**config.mk**
```make
export PLATFORM = sky130hd
export DESIGN_NAME = mem_port_arbiter
export DESIGN_NICKNAME = d
export VERILOG_FILES = /design/src/rtl/mem_port_arbiter.sv
export SDC_FILE = /design/constraint.sdc
export NUM_CORES = 1
export LEC_CHECK = 0
export CAP_MARGIN = 40
export CORE_UTILIZATION = 45
export CTS_CLUSTER_SIZE = 10
export DETAILED_ROUTE_END_ITERATION = 8
export DONT_BUFFER_PORTS = 1
export PLACE_DENSITY = 0.59
export SLEW_MARGIN = 15
export SYNTH_ARGS = -nofsm -noshare
export SYNTH_HDL_FRONTEND = slang
export SYNTH_SLANG_ARGS = --single-unit
```
**constraint.sdc**
```tcl
create_clock -name clk -period 2.13 [get_ports clk]
set_input_delay 0.426 -clock clk [delete_from_list [all_inputs] [get_ports clk]]
set_output_delay 0.426 -clock clk [all_outputs]
set_load 0.02 [all_outputs]
```
**src/rtl/mem_port_arbiter.sv**
```systemverilog
// rtl/mem_port_arbiter.sv - single-port memory bus arbiter for instruction fetch and data access
//
// Shares one memory bus between the fetch port (IF_*) and the data port
// (MEM_*). Data accesses win over fetches. The arbiter does not preempt a
// transaction once it is granted. Each bus transaction is driven from
// registers, and its response is latched.
//
// Ports:
//   clk, rst_n                 clock (rising edge), asynchronous active-low reset
//   IF_req/IF_addr/IF_flush    fetch request, address, flush of in-flight fetch
//   IF_rdata/IF_valid          fetched word, one-cycle completion pulse
//   MEM_req/we/be/addr/wdata   data access request (held until MEM_valid)
//   MEM_rdata/MEM_valid        load data, "data stage not blocking" qualifier
//   bus_req/we/be/addr/wdata   registered bus command, stable until bus_ack
//   bus_ack/bus_rdata          single-cycle completion strobe and read data
//   bus_err                    sticky timeout flag
//
// Optional feature: define MEM_ARB_TIMEOUT_EN to abort a bus transaction
// after TIMEOUT_CYCLES cycles without an ack. Without the macro, bus_err is
// tied to 0 and the arbiter waits for the ack indefinitely.

module mem_port_arbiter #(
  parameter int XLEN           = 32,
  parameter int ADDR_W         = 32,
  parameter int TIMEOUT_CYCLES = 255
) (
  input  logic                clk,
  input  logic                rst_n,
  input  logic                IF_req,
  input  logic [ADDR_W-1:0]   IF_addr,
  input  logic                IF_flush,
  output logic [XLEN-1:0]     IF_rdata,
  output logic                IF_valid,
  input  logic                MEM_req,
  input  logic                MEM_we,
  input  logic [XLEN/8-1:0]   MEM_be,
  input  logic [ADDR_W-1:0]   MEM_addr,
  input  logic [XLEN-1:0]     MEM_wdata,
  output logic [XLEN-1:0]     MEM_rdata,
  output logic                MEM_valid,
  output logic                bus_req,
  output logic                bus_we,
  output logic [XLEN/8-1:0]   bus_be,
  output logic [ADDR_W-1:0]   bus_addr,
  output logic [XLEN-1:0]     bus_wdata,
  input  logic                bus_ack,
  input  logic [XLEN-1:0]     bus_rdata,
  output logic                bus_err
);

  localparam int BE_W = XLEN / 8;

  typedef enum logic [1:0] {IDLE, IF_BUSY, MEM_BUSY} state_e;

  state_e             state_q;
  logic               bus_req_q;
  logic               bus_we_q;
  logic [BE_W-1:0]    bus_be_q;
  logic [ADDR_W-1:0]  bus_addr_q;
  logic [XLEN-1:0]    bus_wdata_q;
  logic [XLEN-1:0]    if_rdata_q;
  logic               if_valid_q;
  logic [XLEN-1:0]    mem_rdata_q;
  logic               mem_done_q;
  logic               discard_q;
  logic               discard_d;
  logic               timeout_hit;
  logic               txn_end;

  // A flush that arrives in the same cycle as the ack must still kill the
  // response, so the combined value is used at completion time.
  assign discard_d = discard_q | ((state_q == IF_BUSY) & IF_flush);
  assign txn_end   = (state_q != IDLE) & (bus_ack | timeout_hit);

`ifdef MEM_ARB_TIMEOUT_EN
  localparam int CNT_W = $clog2(TIMEOUT_CYCLES + 1);
  localparam logic [CNT_W-1:0] CNT_LAST = CNT_W'(TIMEOUT_CYCLES - 1);

  logic [CNT_W-1:0] cnt_q;
  logic             bus_err_q;

  // The abort fires at the end of the TIMEOUT_CYCLES-th busy cycle without an ack.
  assign timeout_hit = (state_q != IDLE) & ~bus_ack & (cnt_q == CNT_LAST);

  always_ff @(posedge clk or negedge rst_n) begin
    if (!rst_n) begin
      cnt_q     <= '0;
      bus_err_q <= 1'b0;
    end else begin
      if (state_q == IDLE || bus_ack || timeout_hit) begin
        cnt_q <= '0;
      end else begin
        cnt_q <= cnt_q + 1'b1;
      end
      if (timeout_hit) begin
        bus_err_q <= 1'b1;
      end
    end
  end

  assign bus_err = bus_err_q;
`else
  localparam int unused_timeout_cycles = TIMEOUT_CYCLES;
  assign timeout_hit = 1'b0;
  assign bus_err     = 1'b0;
`endif

  always_ff @(posedge clk or negedge rst_n) begin
    if (!rst_n) begin
      state_q     <= IDLE;
      bus_req_q   <= 1'b0;
      bus_we_q    <= 1'b0;
      bus_be_q    <= '0;
      bus_addr_q  <= '0;
      bus_wdata_q <= '0;
      if_rdata_q  <= '0;
      if_valid_q  <= 1'b0;
      mem_rdata_q <= '0;
      mem_done_q  <= 1'b0;
      discard_q   <= 1'b0;
    end else begin
      if_valid_q <= 1'b0;
      mem_done_q <= 1'b0;
      case (state_q)
        IDLE: begin
          if (MEM_req) begin
            bus_req_q   <= 1'b1;
            bus_we_q    <= MEM_we;
            bus_be_q    <= MEM_be;
            bus_addr_q  <= MEM_addr;
            bus_wdata_q <= MEM_wdata;
            state_q     <= MEM_BUSY;
          end else if (IF_req && !IF_flush) begin
            bus_req_q   <= 1'b1;
            bus_we_q    <= 1'b0;
            bus_be_q    <= '1;
            bus_addr_q  <= IF_addr;
            bus_wdata_q <= '0;
            state_q     <= IF_BUSY;
          end
        end
        IF_BUSY: begin
          discard_q <= discard_d;
          if (txn_end) begin
            if_rdata_q <= bus_ack ? bus_rdata : '0;
            if_valid_q <= ~discard_d;
            discard_q  <= 1'b0;
            state_q    <= IDLE;
          end
        end
        MEM_BUSY: begin
          if (txn_end) begin
            // Stores leave the last load data in place.
            if (!bus_we_q) begin
              mem_rdata_q <= bus_ack ? bus_rdata : '0;
            end
            mem_done_q <= 1'b1;
            state_q    <= IDLE;
          end
        end
        default: state_q <= IDLE;
      endcase

      // Command registers return to zero once a transaction ends.
      if (txn_end) begin
        bus_req_q   <= 1'b0;
        bus_we_q    <= 1'b0;
        bus_be_q    <= '0;
        bus_addr_q  <= '0;
        bus_wdata_q <= '0;
      end
    end
  end

  assign bus_req   = bus_req_q;
  assign bus_we    = bus_we_q;
  assign bus_be    = bus_be_q;
  assign bus_addr  = bus_addr_q;
  assign bus_wdata = bus_wdata_q;
  assign IF_rdata  = if_rdata_q;
  assign IF_valid  = if_valid_q;
  assign MEM_rdata = mem_rdata_q;
  // Data stage blocks only while its request is outstanding.
  assign MEM_valid = ~MEM_req | mem_done_q;

endmodule

```
# After elaboration in Yosys (flattened, before gate mapping)
# Cells that the tools add are included.
dict set report totals {
  ff_bits 139
  inputBits 139
  output_inout_bits 137
  word_cells 63
}
dict set report classes {
  eq_ne 4
  muxes 30
  bitwise_logic 7
  reduce_logical 11
}
# operator n
set op_table {}
lappend op_table {{$mux W32} 9}
lappend op_table {{$mux W4} 4}
lappend op_table {{$mux W1} 13}
lappend op_table {{$mux W2} 3}
lappend op_table {{$reduce_and A2 Y1} 3}
lappend op_table {{$pmux W2 S2} 1}
lappend op_table {{$reduce_bool A2 Y1} 2}
lappend op_table {{$ne A3 B3 Y1 const B} 1}
lappend op_table {{$not A1 Y1} 3}
lappend op_table {{$reduce_and A3 Y1} 1}
lappend op_table {{$reduce_bool A3 Y1} 1}
lappend op_table {{$and A1 B1 Y1} 2}
lappend op_table {{$eq A2 B1 Y1 const B} 1}
lappend op_table {{$eq A2 B2 Y1 const B} 1}
lappend op_table {{$logic_not A2 Y1} 1}
lappend op_table {{$ne A2 B1 Y1 const B} 1}
lappend op_table {{$or A1 B1 Y1} 2}
lappend op_table {{$reduce_or A2 Y1} 1}
lappend op_table {{$logic_and A1 B1 Y1} 1}
lappend op_table {{$logic_not A1 Y1} 1}

# Depth between registers and ports, before layout
# Gate-level depths: netlist of the first run.
dict set report logic_depth {
  ltp_word 6
  depth_mapped 7
  ltp_nobuf 5
}

# Worst setup path before layout of the first run
# OpenSTA, ideal clock, no wires.
dict set report synth_path {
  path_kind {register -> register}
  startpoint {reg state_q[0]}
  endpoint {reg if_rdata_q[10], in the netlist IF_rdata[10]}
  setup_time_ns 0.125
  arrival_time_ns 1.547
  required_ns 2.005
  setup_slack_ns 0.458
  stages_incl_launch_ff 8
  path_buffers 2
  synth_period_minus_slack_ns 1.672
  path_cell_list {dfrtp_1 inv_1 ha_1 nor2b_1 buf_4 nand2_4 buf_6 mux2_4}
}
dict set report synth_via {
  elab_chain_cells 3
  word_cells_on_any_way 4
  cone_classes {eq/ne: 1; bitwise: 1; reduce/logical: 2}
}
# item line_no
set synth_lines {}
lappend synth_lines {{start: declaration} 55} ;# state_e state_q;
lappend synth_lines {{start signal: assignment} 110} ;# state_q <= IDLE;
lappend synth_lines {{start signal: assignment} 132} ;# state_q <= MEM_BUSY;
lappend synth_lines {{start signal: assignment} 139} ;# state_q <= IF_BUSY;
lappend synth_lines {{$reduce_bool A2 Y1} 73} ;# assign txn_end = (state_q != IDLE) & (bus_ack | timeout_hit);
lappend synth_lines {{$and A1 B1 Y1} 73}
lappend synth_lines {{$reduce_and A2 Y1 (no source line) (*)} --}
lappend synth_lines {{end signal: assignment} 145} ;# if_rdata_q <= bus_ack ? bus_rdata : '0;
lappend synth_lines {{end: declaration} 61} ;# logic [XLEN-1:0] if_rdata_q;
# Every way passes the cells marked *; elsewhere a longest branch is shown, timed or not.
# A chain may end at the register's enable or synchronous reset.

# Worst setup path in the final report of the first run
dict set report layout_path {
  startpoint {reg state_q[1]}
  endpoint {reg bus_addr_q[5], in the netlist bus_addr[5]}
}
dict set report layout_via {
  elab_chain_cells 4
  word_cells_on_any_way 7
  cone_classes {mux: 1; bitwise: 1; reduce/logical: 5}
}
# item line_no
set layout_lines {}
lappend layout_lines {{$reduce_bool A2 Y1} 73}
lappend layout_lines {{$and A1 B1 Y1} 73}
lappend layout_lines {{$reduce_bool A3 Y1 (no source line) / $reduce_bool A2 Y1 (equally long branches)} --}
lappend layout_lines {{$reduce_and A2 Y1 (no source line)} --}
lappend layout_lines {{end signal: assignment} 130} ;# bus_addr_q <= MEM_addr;
lappend layout_lines {{end signal: assignment} 137} ;# bus_addr_q <= IF_addr;
lappend layout_lines {{end: declaration} 59} ;# logic [ADDR_W-1:0] bus_addr_q;
# Several ways; a longest one is shown, not always the timed one.

==> results of run 1 <==
-- how the worst max path moves through the flow --
stage | start | to | cells past startpoint
after floorplan | state_q[0] | IF_rdata[10] | 7
after global placement | state_q[0] | bus_addr[29] | 6
after detailed placement | state_q[1] | bus_addr[21] | 6
after CTS | state_q[1] | bus_addr[26] | 6
after global routing | state_q[0] | MEM_rdata[26] | 5
final | state_q[1] | bus_addr[5] | 6
-- sequential cells by signal, indices dropped and copies added, names as in the netlist --
register,flops
MEM_rdata,32
bus_wdata,32
discard_q,1
IF_rdata,32
bus_be,4
bus_req,1
state_q,2
bus_we,1
bus_addr,32
IF_valid,1
mem_done_q,1
-- cells in the final DEF (no fill, tap or decap) --
master	netlist	final
dfrtp_1	139	139
nand2_4	1	1
a21oi_1	2	2
o22ai_4	1	1
mux2_2	34	34
inv_1	8	8
bufinv_16	0	4
nand2b_4	1	1
nor3_1	1	1
nand2_1	66	66
clkbuf_8	0	5
conb_1	1	1
a22o_1	33	33
buf_4	9	4
mux2i_1	37	37
o2bb2ai_1	2	2
nand4bb_2	0	1
clkbuf_16	0	17
diode_2	0	1
nor2_2	1	1
clkbuf_1	11	3
nor2b_1	10	9
nor2b_2	0	1
mux2_1	2	2
clkinvlp_4	0	1
ha_1	4	4
nand2b_1	2	2
nor2_1	25	25
a22oi_1	1	1
buf_12	0	3
o21ai_0	36	36
clkinv_2	0	1
mux2_4	29	29
-- where the power goes --
group / internal, mW / switching, mW / total, mW
Clock: 2.11 / 1.05 / 3.16
Sequential: 3.74 / 2.18 / 5.92
Combinational: 1.36 / 1.01 / 2.36
-- cells by family (layout without fill, tap and decap cells) --
family / after synthesis / in the layout / synth area share (%)
DFF: 139 / 139 / 58.4
and+or+nand+nor: 108 / 108 / 7.80
muxes: 102 / 102 / 20.3
AOI/OAI and AO/OA: 75 / 75 / 8.80
buffers and inverters: 41 / 46 / 3.74
adders and majority gates: 4 / 4 / 0.841
other: 1 / 2 / 0.0630
-- routing by layer --
metal  vias to the layer above  track usage (%)  share of wire (%)
met3                        18             8.55                 10
li1                       1595                -                  -
met4                         2             9.11                2.0
met1                      1689             20.4                 37
met5                         -                0               0.10
met2                       159             30.7                 51
-- worst register-to-register path, delay by kind of cell, from the launching register on --
kind,cells,cell delay [ns]
AO/OA/AOI/OAI,1,0.18
multiplexers,1,0.40
adder cells (fa/ha/maj),1,0.28
flip-flops,1,0.37
buffers and inverters,3,0.55
-- per-stage QoR --
| step | std cells | hold WS (ns) |
|---|---|---|
| detailed placement | 616 | 0.133 |
| floorplan | 470 | 0.130 |
| finish | 648 | -0.292 |
| CTS | 647 | -0.316 |
| global route | 647 | -0.318 |
| global placement | 616 | 0.133 |
-- layout make-up --
class                      count  area (um2)  area share [%]
antenna                        1        2.50          0.0373
clock buffer                  25         505            7.53
clock inverter                 6         133            1.98
inverter                       8        30.0           0.447
multi-input combinational    290        2260            33.7
sequential                   139        3480            51.8
tap                          172         215            3.20
timing repair buffer           7        90.1            1.34
==> metrics.md, run 1 <==
| Metric | Value |
|---|---|
| Worst path top cell family by delay | buffers and inverters |
| YS warnings | 0 |
| First-pass GRT wire length | 18800 um |
| Initial Util | between 40% and 50% |
| Clock-pin slew on the worst setup and hold paths | 0.06 ns |
| Area leader, netlist | dfrtp_1 |
| Worst skew pair latency | 0.41 ns |
| Smallest hold slack | -0.292 ns |
| CP cell instances | inv_1, ha_1, buf_4, o22ai_4, buf_12, mux2_2 |
| Die ar. | 0.0137 mm2 |
| Tcrit/Tclk final | between 80% and 90% |
| Port Buffers | 0 |
| Final max-slew violation count | 0 |
| Router iterations before antenna repair | 4 |
| Syn_nets | approximately 600 |
| Setup CP Type | register to register |
| Worst R2R Path Depth | 6 |
| Final Hold Vio Count | 139 |
| Crit path largest cell delay | between 0.3 and 0.4 ns |
| Seq cells post-synth | 139 |
| Clock Path Buffers | 2 |
| Post-DP Area | 0.00607 mm2 |
| Fillers | 1134 |
| Top-count cell post-synth | dfrtp_1 |
| Setup Viol. Count Final | 0 |
| Vias | approximately 3500 |
| Worst min-delay path class | primary input to async pin |
| Status | complete, but fails checks |
| Cell Area, Synth | 0.00595 mm2 |
| Grt total ovfl | 0 |
| P_leak | ~3.3 nW |
| CTS tree | done |
| Core area | 0.0128 mm2 |
| Nets | slightly above 600 |
| Most frequent cells after synthesis | dfrtp_1, nand2_1, mux2i_1 |
| Synth Flop Type | dfrtp_1 |
| CP Launch Type | register |
| Die width | 117 um |
| Post-route cell area | 0.00672 mm2 |
| F_max | between 500 and 600 MHz |
| Post-synth ARST share | 100% |
| Largest net degree at the start of global routing | 140 |
| Failing checks | hold timing |
| Post-Route Utilization | 52.6% |
| CP bufs+invs | 3 |
| Initial antenna violation count | 2 |
| WP data arrival | 2.19 ns |
| CP required | 2.42 ns |
| Final Critical Period | approximately 1.9 ns |
| Crit Reg-Reg Endpoint | bus_addr[5] |
| Postcts setup bufs | 0 |
| FP Rows | 41 |
| CTS root buf | clkbuf_16 |
| Post-DRT Antenna Nets | 0 |
| Crit Path Max Fanout | 46 |
| Avg Cell Area, Syn | 12.7 um2 |
| Resize count post-CTS | 0 |
| Syn Inst Count | between 400 and 500 |
| Worst Setup End Kind | register |
| Max_cap viols | 0 |
| Worst-path cell with the longest stage delay | dfrtp_1 |
| Post-synth EDFFs | 0 |
| Routability cong. | 0.676 |
| Unrepaired setup endpoints after global routing | false |
| Routed WL | 13000 um |
| Vias in the first global route | between 3000 and 4000 |
| Io pins | 276 |
| Yosys cell types | 28 |
| Maximum vdd drop | slightly above 0.6 mV |
| Clock net sink count | 139 |
| Post-DP HPWL | 8940 um |
| Final worst slack | around 0.23 ns |
| DP Worst Slack | 0.233 ns |
| Layout cells sized above 1 | 21.9% |
| Post-route DRC | 0 |
| CTS H-tree lvls | 4 |
| 1st-iter DRT viols | 185 |
| RR Startpoint | state_q[1] |
| Pwr Total | 11.4 mW |
| Part of the Yosys area used for sequential elements | 58.4% |
| GR Util All Layers | 18.6% |
| PwrDens | 1700 mW/mm2 |
| Skew final | 0.00522 ns |
| Synth area leaders | dfrtp_1, mux2_4, mux2_2 |
| Share of the synthesized area in the top cell type | 58.4% |
| Area growth from synthesis to final layout | 12.8% |
| Setup TNS | 0 ns |
| Die Y | about 120 um |
| Num CTS Buffers | 17 |
| Wire per inst | 20.0 um |
| R2R Setup Slk | 0.23 ns |
| DR vias/cell | 5.34 |
Power figures use the tool's default switching activity.
==> inputs of run 2 (changes only) <==
Settings changed: CAP_MARGIN 40 to 15.
==> results of run 2 <==
Final layout, timing and power as in run 1 (identical DEF).
